File: config.mk
export PLATFORM = sky130hd
export DESIGN_NAME = gpio_hex_display
export DESIGN_NICKNAME = d
export VERILOG_FILES = /design/src/rtl/gpio_hex_display.sv
export SDC_FILE = /design/constraint.sdc
export NUM_CORES = 1
export LEC_CHECK = 0
export CORE_AREA = 2 2 164 126
export CTS_CLUSTER_DIAMETER = 30
export CTS_CLUSTER_SIZE = 20
export DETAILED_ROUTE_END_ITERATION = 7
export DIE_AREA = 0 0 166 128
export GPL_TIMING_DRIVEN = 0
export PLACE_DENSITY_LB_ADDON = 0.08
export SYNTH_ARGS = -nofsm -noshare
export SYNTH_HDL_FRONTEND = slang
export SYNTH_SLANG_ARGS = --single-unit
File: constraint.sdc
create_clock -name clk -period 2.9 [get_ports clk]
set_input_delay 0.435 -clock clk [delete_from_list [all_inputs] [get_ports clk]]
set_output_delay 0.435 -clock clk [all_outputs]
set_load 0.01 [all_outputs]
File: src/rtl/gpio_hex_display.sv
// Converts the core's 32-bit GPIO output into eight active-low seven-segment digits.
// Decimal mode runs a serial double-dabble (one bit per cycle); hex mode shows raw nibbles.
module gpio_hex_display #(
    parameter bit BLANK_LEADING = 1'b1
) (
    input  logic        clk,
    input  logic        rst_n,
    input  logic [31:0] gpio_value,
    input  logic        hex_mode,
    output logic [6:0]  hex0,
    output logic [6:0]  hex1,
    output logic [6:0]  hex2,
    output logic [6:0]  hex3,
    output logic [6:0]  hex4,
    output logic [6:0]  hex5,
    output logic [6:0]  hex6,
    output logic [6:0]  hex7,
    output logic        busy,
    output logic        overflow
);

    localparam int unsigned VAL_W  = 32;
    localparam int unsigned BCD_W  = 40;
    localparam int unsigned BCD_N  = 10;
    localparam int unsigned CNT_W  = 6;
    localparam int unsigned DIGITS = 8;
    localparam int unsigned SEG_W  = 7;

    localparam logic [SEG_W-1:0] SEG_ZERO  = 7'h40;
    localparam logic [SEG_W-1:0] SEG_BLANK = 7'h7F;
    localparam logic [SEG_W-1:0] RST_HI    = BLANK_LEADING ? SEG_BLANK : SEG_ZERO;
    localparam logic [CNT_W-1:0] LAST_CNT  = CNT_W'(VAL_W - 1);

    typedef enum logic [1:0] {
        ST_IDLE,
        ST_SHIFT,
        ST_DONE
    } state_e;

    state_e                         state_q, state_d;
    logic [VAL_W-1:0]               src_q, src_d;
    logic                           disp_hex_q, disp_hex_d;
    logic [VAL_W-1:0]               shreg_q, shreg_d;
    logic [BCD_W-1:0]               bcd_q, bcd_d;
    logic [CNT_W-1:0]               cnt_q, cnt_d;
    logic [DIGITS-1:0][SEG_W-1:0]   seg_q, seg_d;
    logic                           busy_q, busy_d;
    logic                           ovf_q, ovf_d;

    logic [BCD_W-1:0]               bcd_adj;
    logic [DIGITS-1:0][3:0]         new_dig;
    logic [DIGITS-1:0]              blank;
    logic                           disp_upd;
    logic                           higher_zero;

    function automatic logic [SEG_W-1:0] seg7(input logic [3:0] d);
        logic [SEG_W-1:0] s;
        case (d)
            4'h0: s = 7'h40;
            4'h1: s = 7'h79;
            4'h2: s = 7'h24;
            4'h3: s = 7'h30;
            4'h4: s = 7'h19;
            4'h5: s = 7'h12;
            4'h6: s = 7'h02;
            4'h7: s = 7'h78;
            4'h8: s = 7'h00;
            4'h9: s = 7'h10;
            4'hA: s = 7'h08;
            4'hB: s = 7'h03;
            4'hC: s = 7'h46;
            4'hD: s = 7'h21;
            4'hE: s = 7'h06;
            default: s = 7'h0E;
        endcase
        return s;
    endfunction

    // Next-state, datapath and display update
    always_comb begin
        state_d     = state_q;
        src_d       = src_q;
        disp_hex_d  = disp_hex_q;
        shreg_d     = shreg_q;
        bcd_d       = bcd_q;
        cnt_d       = cnt_q;
        seg_d       = seg_q;
        ovf_d       = ovf_q;
        bcd_adj     = bcd_q;
        new_dig     = '0;
        blank       = '0;
        disp_upd    = 1'b0;
        higher_zero = 1'b1;

        case (state_q)
            ST_IDLE: begin
                if (hex_mode) begin
                    src_d      = gpio_value;
                    disp_hex_d = 1'b1;
                    ovf_d      = 1'b0;
                    new_dig    = gpio_value;
                    disp_upd   = 1'b1;
                end else if ((gpio_value != src_q) || disp_hex_q) begin
                    src_d   = gpio_value;
                    shreg_d = gpio_value;
                    bcd_d   = '0;
                    cnt_d   = '0;
                    state_d = ST_SHIFT;
                end
            end
            ST_SHIFT: begin
                for (int i = 0; i < BCD_N; i++) begin
                    if (bcd_q[4*i +: 4] >= 4'd5) begin
                        bcd_adj[4*i +: 4] = 4'(bcd_q[4*i +: 4] + 4'd3);
                    end
                end
                {bcd_d, shreg_d} = (BCD_W + VAL_W)'({bcd_adj, shreg_q} << 1);
                cnt_d = CNT_W'(cnt_q + CNT_W'(1));
                if (cnt_q == LAST_CNT) begin
                    state_d = ST_DONE;
                end
            end
            ST_DONE: begin
                // A result is dropped if the user flipped to hex mid-conversion
                if (!hex_mode) begin
                    new_dig    = bcd_q[VAL_W-1:0];
                    ovf_d      = |bcd_q[BCD_W-1:VAL_W];
                    disp_hex_d = 1'b0;
                    disp_upd   = 1'b1;
                end
                state_d = ST_IDLE;
            end
            default: state_d = ST_IDLE;
        endcase

        for (int k = DIGITS - 1; k >= 1; k--) begin
            higher_zero = higher_zero && (new_dig[k] == 4'd0);
            blank[k]    = BLANK_LEADING && !ovf_d && higher_zero;
        end

        if (disp_upd) begin
            for (int k = 0; k < DIGITS; k++) begin
                seg_d[k] = blank[k] ? SEG_BLANK : seg7(new_dig[k]);
            end
        end

        busy_d = (state_d != ST_IDLE);
    end

    // State registers with synchronous active-low reset
    always_ff @(posedge clk) begin
        if (!rst_n) begin
            state_q    <= ST_IDLE;
            src_q      <= '0;
            disp_hex_q <= 1'b0;
            shreg_q    <= '0;
            bcd_q      <= '0;
            cnt_q      <= '0;
            seg_q      <= {{(DIGITS-1){RST_HI}}, SEG_ZERO};
            busy_q     <= 1'b0;
            ovf_q      <= 1'b0;
        end else begin
            state_q    <= state_d;
            src_q      <= src_d;
            disp_hex_q <= disp_hex_d;
            shreg_q    <= shreg_d;
            bcd_q      <= bcd_d;
            cnt_q      <= cnt_d;
            seg_q      <= seg_d;
            busy_q     <= busy_d;
            ovf_q      <= ovf_d;
        end
    end

    assign hex0     = seg_q[0];
    assign hex1     = seg_q[1];
    assign hex2     = seg_q[2];
    assign hex3     = seg_q[3];
    assign hex4     = seg_q[4];
    assign hex5     = seg_q[5];
    assign hex6     = seg_q[6];
    assign hex7     = seg_q[7];
    assign busy     = busy_q;
    assign overflow = ovf_q;

endmodule

==> impl_results.md, run 1 <==
* Status: complete, no violations
* Antenna viol nets, final at 0
* Final GP Congestion at 0.947
* Crit-path max FO at 10
* Class of the most critical setup path: register to register
* Routed WL at 32.5 mm
* Area growth from synthesis to final layout at 21.7%
* DR pass1 iterations at 6
* Post-route minimum period at 2.83 ns
* Worst-margin pin slew at 0.810 ns
* Post-DP HPWL at 23.5 mm
* Total Routing Usage GR at 30.3%
* Pin count of the biggest net entering global routing at 17
* Core area at 19,800 um^2
* Final Skew at 0.0129 ns
* Share of cells above drive strength 1 at 10.7%
* Worst path depth at 13
* IO Count at 93
* Die height at 128 um
* Worst path required time at 3.26 ns
* Placed instance area at 11,500 um^2
* Async SR Flop Fraction at 0%
* Final Max Slew Viols at 0
* Top cell by count, worst path: buf_6
* Worst slew margin at 45.8%
* PD cells at 498 nW/um^2
* Clock Sinks at 171
* Synth Warn # at 0
* DR vias at 9,911
* Initial DRC Count at 1,045
* Worst r2r path cells at 13
* Die W at 166 um
* Commonest non-fill, non-tap cell in the layout: dfxtp_1
* Synthesized Nets at 1,352
* Synth Register Bits at 171
* Number of global-route vias before repair at 9,073
* Worst Hold Class: register to register
* DR WL/cell at 19.6 um
* Die footprint at 21,200 um^2
* Worst hold path depth at 2
* Reg with most FFs: bcd_q
* CP arrival at 3.19 ns
* CTS tree: built
* Max Cap Viol at 0
* Crit path max-delay family: simple AND/OR/NAND/NOR gates
* Post-CTS Hold Fix Bufs at 0
* Post-synth top area share at 33.3%
* Crit-path cells: buf_6 > buf_6 > nor3b_4 > buf_6 > a22o_4 > inv_2 > ha_4 > inv_1 > nor4_4 > and4_4 > buf_8 > nand3_2 > a31oi_1
* Crit-path max cell delay at 0.42 ns
* Most used DFF post-synth: dfxtp_1
* Synth area leader: dfxtp_1
* Syn Inst Count at 1,247
* Final Hold Viols at 0
* Pre-CTS setup slack at -0.648 ns
* DR DRC count at 0
* Num CTS Buffers at 17
* Layout Utilization at 63.3%
* Number of flops mapped to enable cells by yosys at 0
* Buf+Inv Stages, Crit Path at 6
* Syn Std Cell Area at 10,300 um^2
* Max FFs per register at 40
* Gr ovfl total at 0
* Post-route clock period utilization at 97.5%
* Cell variety after synth at 75
* Synth top area cells: dfxtp_1, ha_1, o21ai_0
* Final worst slack at 0.0733 ns
* Maximum VDD drop at 0.303 mV
* I/O Buffers at 90
* Leak at 4.88 nW
* Root buffer cell: clkbuf_16
* First-pass GRT wire length at 50.6 mm
* Crit path max-delay cell type: nor4_4
* Initial Utilization at 52.0%
* Average size of a mapped cell at 8.24 um^2
* FP Rows at 45
* H-tree depth at 4
* Sequential-to-total area share from yosys stat at 33.3%
* Worst skew pair latency at 0.45 ns
* F_max at 354 MHz
* # setup viols final at 0
* Diodes inserted at 0
* Initial antenna violation count at 0
* Clock Tree Buf Depth at 2
* Clock-pin slew on the worst setup and hold paths at 0.07 ns
* Biggest regs: bcd_q (40), shreg_q (32), src_q (32)
* # nets final at 1,488
* CP Launch Type: register
* CP endpoint kind: register
* Via-to-Cell Ratio at 5.99
* Fin area at 12,500 um^2
* Most frequent cells in the layout: dfxtp_1, o21ai_0, a21oi_1
-- layer usage --
metal / vias up / part of all wire, % / global-route usage (%) / routed length [um]
met5: - / 0 / 0 / 0
met4: 0 / 1.9 / 7.62 / 609
met3: 51 / 8.8 / 7.19 / 2870
met2: 410 / 43 / 46.4 / 14000
met1: 4701 / 46 / 43.0 / 15000
li1: 4749 / - / - / -
-- through the flow --
| step | instances | total power [mW] | setup TNS [ns] | hold slack [ns] |
|---|---|---|---|---|
| after floorplan | 1247 | 3.29 | -0.0180 | 0.436 |
| after global placement | 1595 | 3.74 | -49.87 | 0.442 |
| after detailed placement | 1595 | 3.76 | -51.80 | 0.457 |
| after CTS | 1635 | 6.18 | -0.00251 | 0.472 |
| after global routing | 1654 | 6.46 | -0.126 | 0.491 |
| final | 1654 | 6.23 | 0 | 0.468 |
-- synth_stat cells (3+ instances only) --
| cell | number |
|---|---|
| o32a_1 | 5 |
| inv_1 | 47 |
| a21o_1 | 8 |
| buf_6 | 3 |
| nor2_1 | 74 |
| o21ai_1 | 11 |
| xor2_1 | 41 |
| nand2b_1 | 16 |
| a31oi_1 | 18 |
| clkbuf_1 | 48 |
| nor4_1 | 11 |
| a22o_1 | 3 |
| nor3_1 | 31 |
| nand2_1 | 113 |
| buf_4 | 8 |
| a21oi_1 | 114 |
| mux2i_1 | 44 |
| nor2b_1 | 4 |
| ha_1 | 70 |
| o22a_1 | 18 |
| mux2_2 | 4 |
| a22oi_1 | 15 |
| o21ai_0 | 122 |
| and3_1 | 15 |
| a221o_1 | 3 |
| xnor2_1 | 12 |
| o22ai_1 | 6 |
| nand3_1 | 76 |
| nand4_1 | 8 |
| nand3b_1 | 29 |
| a211oi_1 | 4 |
| dfxtp_1 | 171 |
| a21oi_2 | 5 |
| o21a_1 | 5 |
| buf_2 | 22 |
| o31ai_1 | 6 |
| mux4_2 | 5 |
-- where the power goes --
group          internal, mW  switching [mW]
clock                  1.38            1.06
combinational         0.511           0.696
sequential             2.50          0.0826
total                  4.38            1.84
-- worst reg2reg max path, stage by stage, from the launching register on --
cell and delay [ns]:
dfxtp_4 0.37, buf_6 0.15, buf_6 0.14, nor3b_4 0.16, buf_6 0.15, a22o_4 0.30
inv_2 0.10, ha_4 0.16, inv_1 0.06, nor4_4 0.42, and4_4 0.31, buf_8 0.15
nand3_2 0.11, a31oi_1 0.18
-- area by class of cell --
| type | instances | area, um^2 |
|---|---|---|
| repair buffers | 117 | 1120 |
| plain buffers | 82 | 435 |
| well taps | 258 | 323 |
| flip-flops and latches | 171 | 3430 |
| multi-input cells | 946 | 6410 |
| fillers | 1757 | 7260 |
| clock inverters | 14 | 181 |
| clock buffers | 18 | 429 |
| inverters | 48 | 180 |
-- worst paths after layout --
check	from	to	slack, ns
worst min register to register	hex0[0]	hex0[0]	0.47
worst max register to register	state_q[1]	hex4[4]	0.07
worst max-delay path	state_q[1]	hex4[4]	0.07
worst min-delay path	hex0[0]	hex0[0]	0.47
-- cell families (layout without fill, tap and decap cells) --
logic type | after synthesis | after routing | share of synthesized area [%]
adders and majority gates | 70 | 70 | 8.52
DFF | 171 | 171 | 33.3
xor gates and xnor gates | 53 | 53 | 4.52
AOI/OAI and AO/OA | 372 | 372 | 22.6
and+or+nand+nor | 398 | 398 | 19.7
buffers and inverters | 130 | 279 | 5.53
muxes | 53 | 53 | 5.82
-- what timing repair did --
item | in CTS | in global routing
pin swaps | 7 | 20
setup buffers | 8 | 19
gates resized for setup | 19 | 24
setup endpoints to repair | 64 | 111
Power figures use the tool's default switching activity.
==> run 2, diff against run 1 <==
Settings changed: GPL_TIMING_DRIVEN 0 to 1.
==> run 2 against run 1 <==
Compared with the run above:
- first-iteration DRC count shrank 24%
- flip-flop and latch count is the same
- sequential power is essentially flat
- cell count grew 2.9%
- setup slack gained 0.095 ns
- maximum frequency grew 3.5%
- combinational power is essentially flat
- largest power group unchanged
- core utilization grew 2.3 points
- die area is the same
==> impl_results.md, run 2 (same netlist as run 1, synthesis figures left out) <==
* Clock Sinks at 171 (unchanged)
* Total Routing Usage GR at 27.6% (was 30.3%)
* CP endpoint kind: register (unchanged)
* Diodes inserted at 0 (unchanged)
* Final Hold Viols at 0 (unchanged)
* Maximum VDD drop at 0.288 mV (was 0.303 mV)
* Initial Utilization at 52.0% (unchanged)
* Worst-margin pin slew at 0.677 ns (was 0.810 ns)
* Via-to-Cell Ratio at 5.76 (was 5.99)
* DR pass1 iterations at 6 (unchanged)
* Worst skew pair latency at 0.44 ns (was 0.45 ns)
* # nets final at 1,536 (was 1,488)
* Initial antenna violation count at 0 (unchanged)
* Crit path max-delay family: simple AND/OR/NAND/NOR gates (unchanged)
* Crit-path max FO at 10 (unchanged)
* Reg with most FFs: bcd_q (unchanged)
* Num CTS Buffers at 17 (unchanged)
* Final GP Congestion at 0.909 (was 0.947)
* PD cells at 477 nW/um^2 (was 498 nW/um^2)
* Worst slew margin at 54.9% (was 45.8%)
* Commonest non-fill, non-tap cell in the layout: dfxtp_1 (unchanged)
* Crit Reg-Reg Startpoint: state_q[1] (unchanged)
* Core area at 19,800 um^2 (unchanged)
* Share of cells above drive strength 1 at 15.8% (was 10.7%)
* Die footprint at 21,200 um^2 (unchanged)
* Resize count post-CTS at 0 (was 19)
* Crit-path cells: clkdlybuf4s50_1 > nor3b_4 > a22o_1 > inv_1 > ha_1 > inv_1 > nor4_4 > and4_4 > a21o_1 > o32a_1 (was buf_6 > buf_6 > nor3b_4 > buf_6 > a22o_4 > inv_2 > ha_4 > inv_1 > nor4_4 > and4_4 > buf_8 > nand3_2 > a31oi_1)
* Leak at 5.29 nW (was 4.88 nW)
* DR vias at 9,796 (was 9,911)
* Class of the most critical setup path: input pin to register (was register to register)
* Post-route clock period utilization at 94.2% (was 97.5%)
* Max FFs per register at 40 (unchanged)
* Post-CTS setup buffers at 0 (was 8)
* Worst Hold Class: input pin to register (was register to register)
* Worst path required time at 3.23 ns (was 3.26 ns)
* Crit-path max cell delay at 0.58 ns (was 0.42 ns)
* Die W at 166 um (unchanged)
* Number of global-route vias before repair at 9,168 (was 9,073)
* Buf+Inv Stages, Crit Path at 3 (was 6)
* First-pass GRT wire length at 47.4 mm (was 50.6 mm)
* Max Cap Viol at 0 (unchanged)
* Biggest regs: bcd_q (40), shreg_q (32), src_q (32) (unchanged)
* IO Count at 93 (unchanged)
* Final Skew at 0.0127 ns (was 0.0129 ns)
* Crit path max-delay cell type: clkdlybuf4s50_1 (was nor4_4)
* R2R setup slack at 0.22 ns (was 0.07 ns)
* CP arrival at 3.06 ns (was 3.19 ns)
* Clock-pin slew on the worst setup and hold paths at 0.07 ns (about the same)
* # setup viols final at 0 (unchanged)
* Initial DRC Count at 798 (was 1,045)
* Antenna viol nets, final at 0 (unchanged)
* Die height at 128 um (unchanged)
* RSZ-0062 raised after global routing: false
* Routed WL at 29.3 mm (was 32.5 mm)
* FP Rows at 45 (unchanged)
* Most frequent cells in the layout: dfxtp_1, buf_4, o21ai_0 (was dfxtp_1, o21ai_0, a21oi_1)
* Layout fillers at 1,713 (was 1,757)
* Post-CTS Hold Fix Bufs at 0 (unchanged)
* Area growth from synthesis to final layout at 26.1% (was 21.7%)
* Gr ovfl total at 0 (unchanged)
* CTS tree: built (unchanged)
* DR DRC count at 0 (unchanged)
* F_max at 366 MHz (was 354 MHz)
* Root buffer cell: clkbuf_16 (unchanged)
* Status: complete, no violations (unchanged)
* Post-DP HPWL at 21.6 mm (was 23.5 mm)
* Post-route minimum period at 2.73 ns (was 2.83 ns)
* Crit. Startpoint: hex_mode (was state_q[1])
* Final Max Slew Viols at 0 (unchanged)
* Pin count of the biggest net entering global routing at 110 (was 17)
* CP Launch Type: input pin (was register)
* Top cell by count, worst path: inv_1 (was buf_6)
* Layout Utilization at 65.6% (was 63.3%)
* I/O Buffers at 92 (was 90)
* Worst hold path startpoint: rst_n (was hex0[0])
* DR WL/cell at 17.2 um (was 19.6 um)
* Tightest hold margin at 0.341 ns (was 0.468 ns)
* Clock Tree Buf Depth at 2 (unchanged)
* H-tree depth at 4 (unchanged)
[run 2: cell types whose count changed in the layout (fill, tap and decap cells not counted), moves of 4 or more]
cell      change
buf_4       +122
buf_6         -9
a22oi_1      +10
clkbuf_1     -48
a22oi_2      -10
buf_2        -17
inv_8         +4
[run 2: where the power goes]
| part | internal, mW | switching (mW) | total (mW) |
|---|---|---|---|
| Combinational | 0.579 | 0.649 | 1.23 |
| Sequential | 2.50 | 0.0880 | 2.59 |
| Clock | 1.24 | 1.13 | 2.36 |
| Total | 4.31 | 1.87 | 6.18 |
[run 2: metal layers]
layer	wire [um]	share of wire (%)	vias up	GRT usage, %
li1	-	-	4845	-
met1	14000	48	4611	38.3
met2	13100	45	309	45.0
met3	1870	6.4	31	4.91
met4	375	1.3	0	6.65
met5	0	0	-	0
[run 2: worst paths after layout]
check / end / cells after the start
hold / removal: hex0[6] / 2
setup reg to reg: hex3[5] / 9
setup / recovery: hex3[5] / 10
hold reg to reg: src_q[26] / 2
[run 2: layout make-up]
class                           instances  area (um^2)  area share, %
Multi-Input combinational cell        946         6320           48.8
Sequential cell                       171         3420           26.4
Timing Repair Buffer                  247         2120           16.3
Clock buffer                           17          425           3.28
Tap cell                              258          323           2.49
Inverter                               48          180           1.39
Clock inverter                         15          170           1.31
[run 2: stage by stage]
stage	total power [mW]	cells	setup TNS (ns)	setup WS, ns	area, um^2
final	6.18	1702	0	0.169	13000
after global routing	6.42	1702	0	0.0241	13000
after CTS	6.20	1702	0	0.196	13000
after detailed placement	3.85	1670	-7.95	-0.262	12400
after global placement	3.84	1670	-6.04	-0.223	12400
after floorplan	3.29	1247	-0.0180	-0.0180	10300
==> run 3, diff against run 2 <==
Settings changed: CTS_CLUSTER_SIZE 20 to unset.
==> results of run 3 <==
Final layout, timing and power as in run 2 (identical DEF).
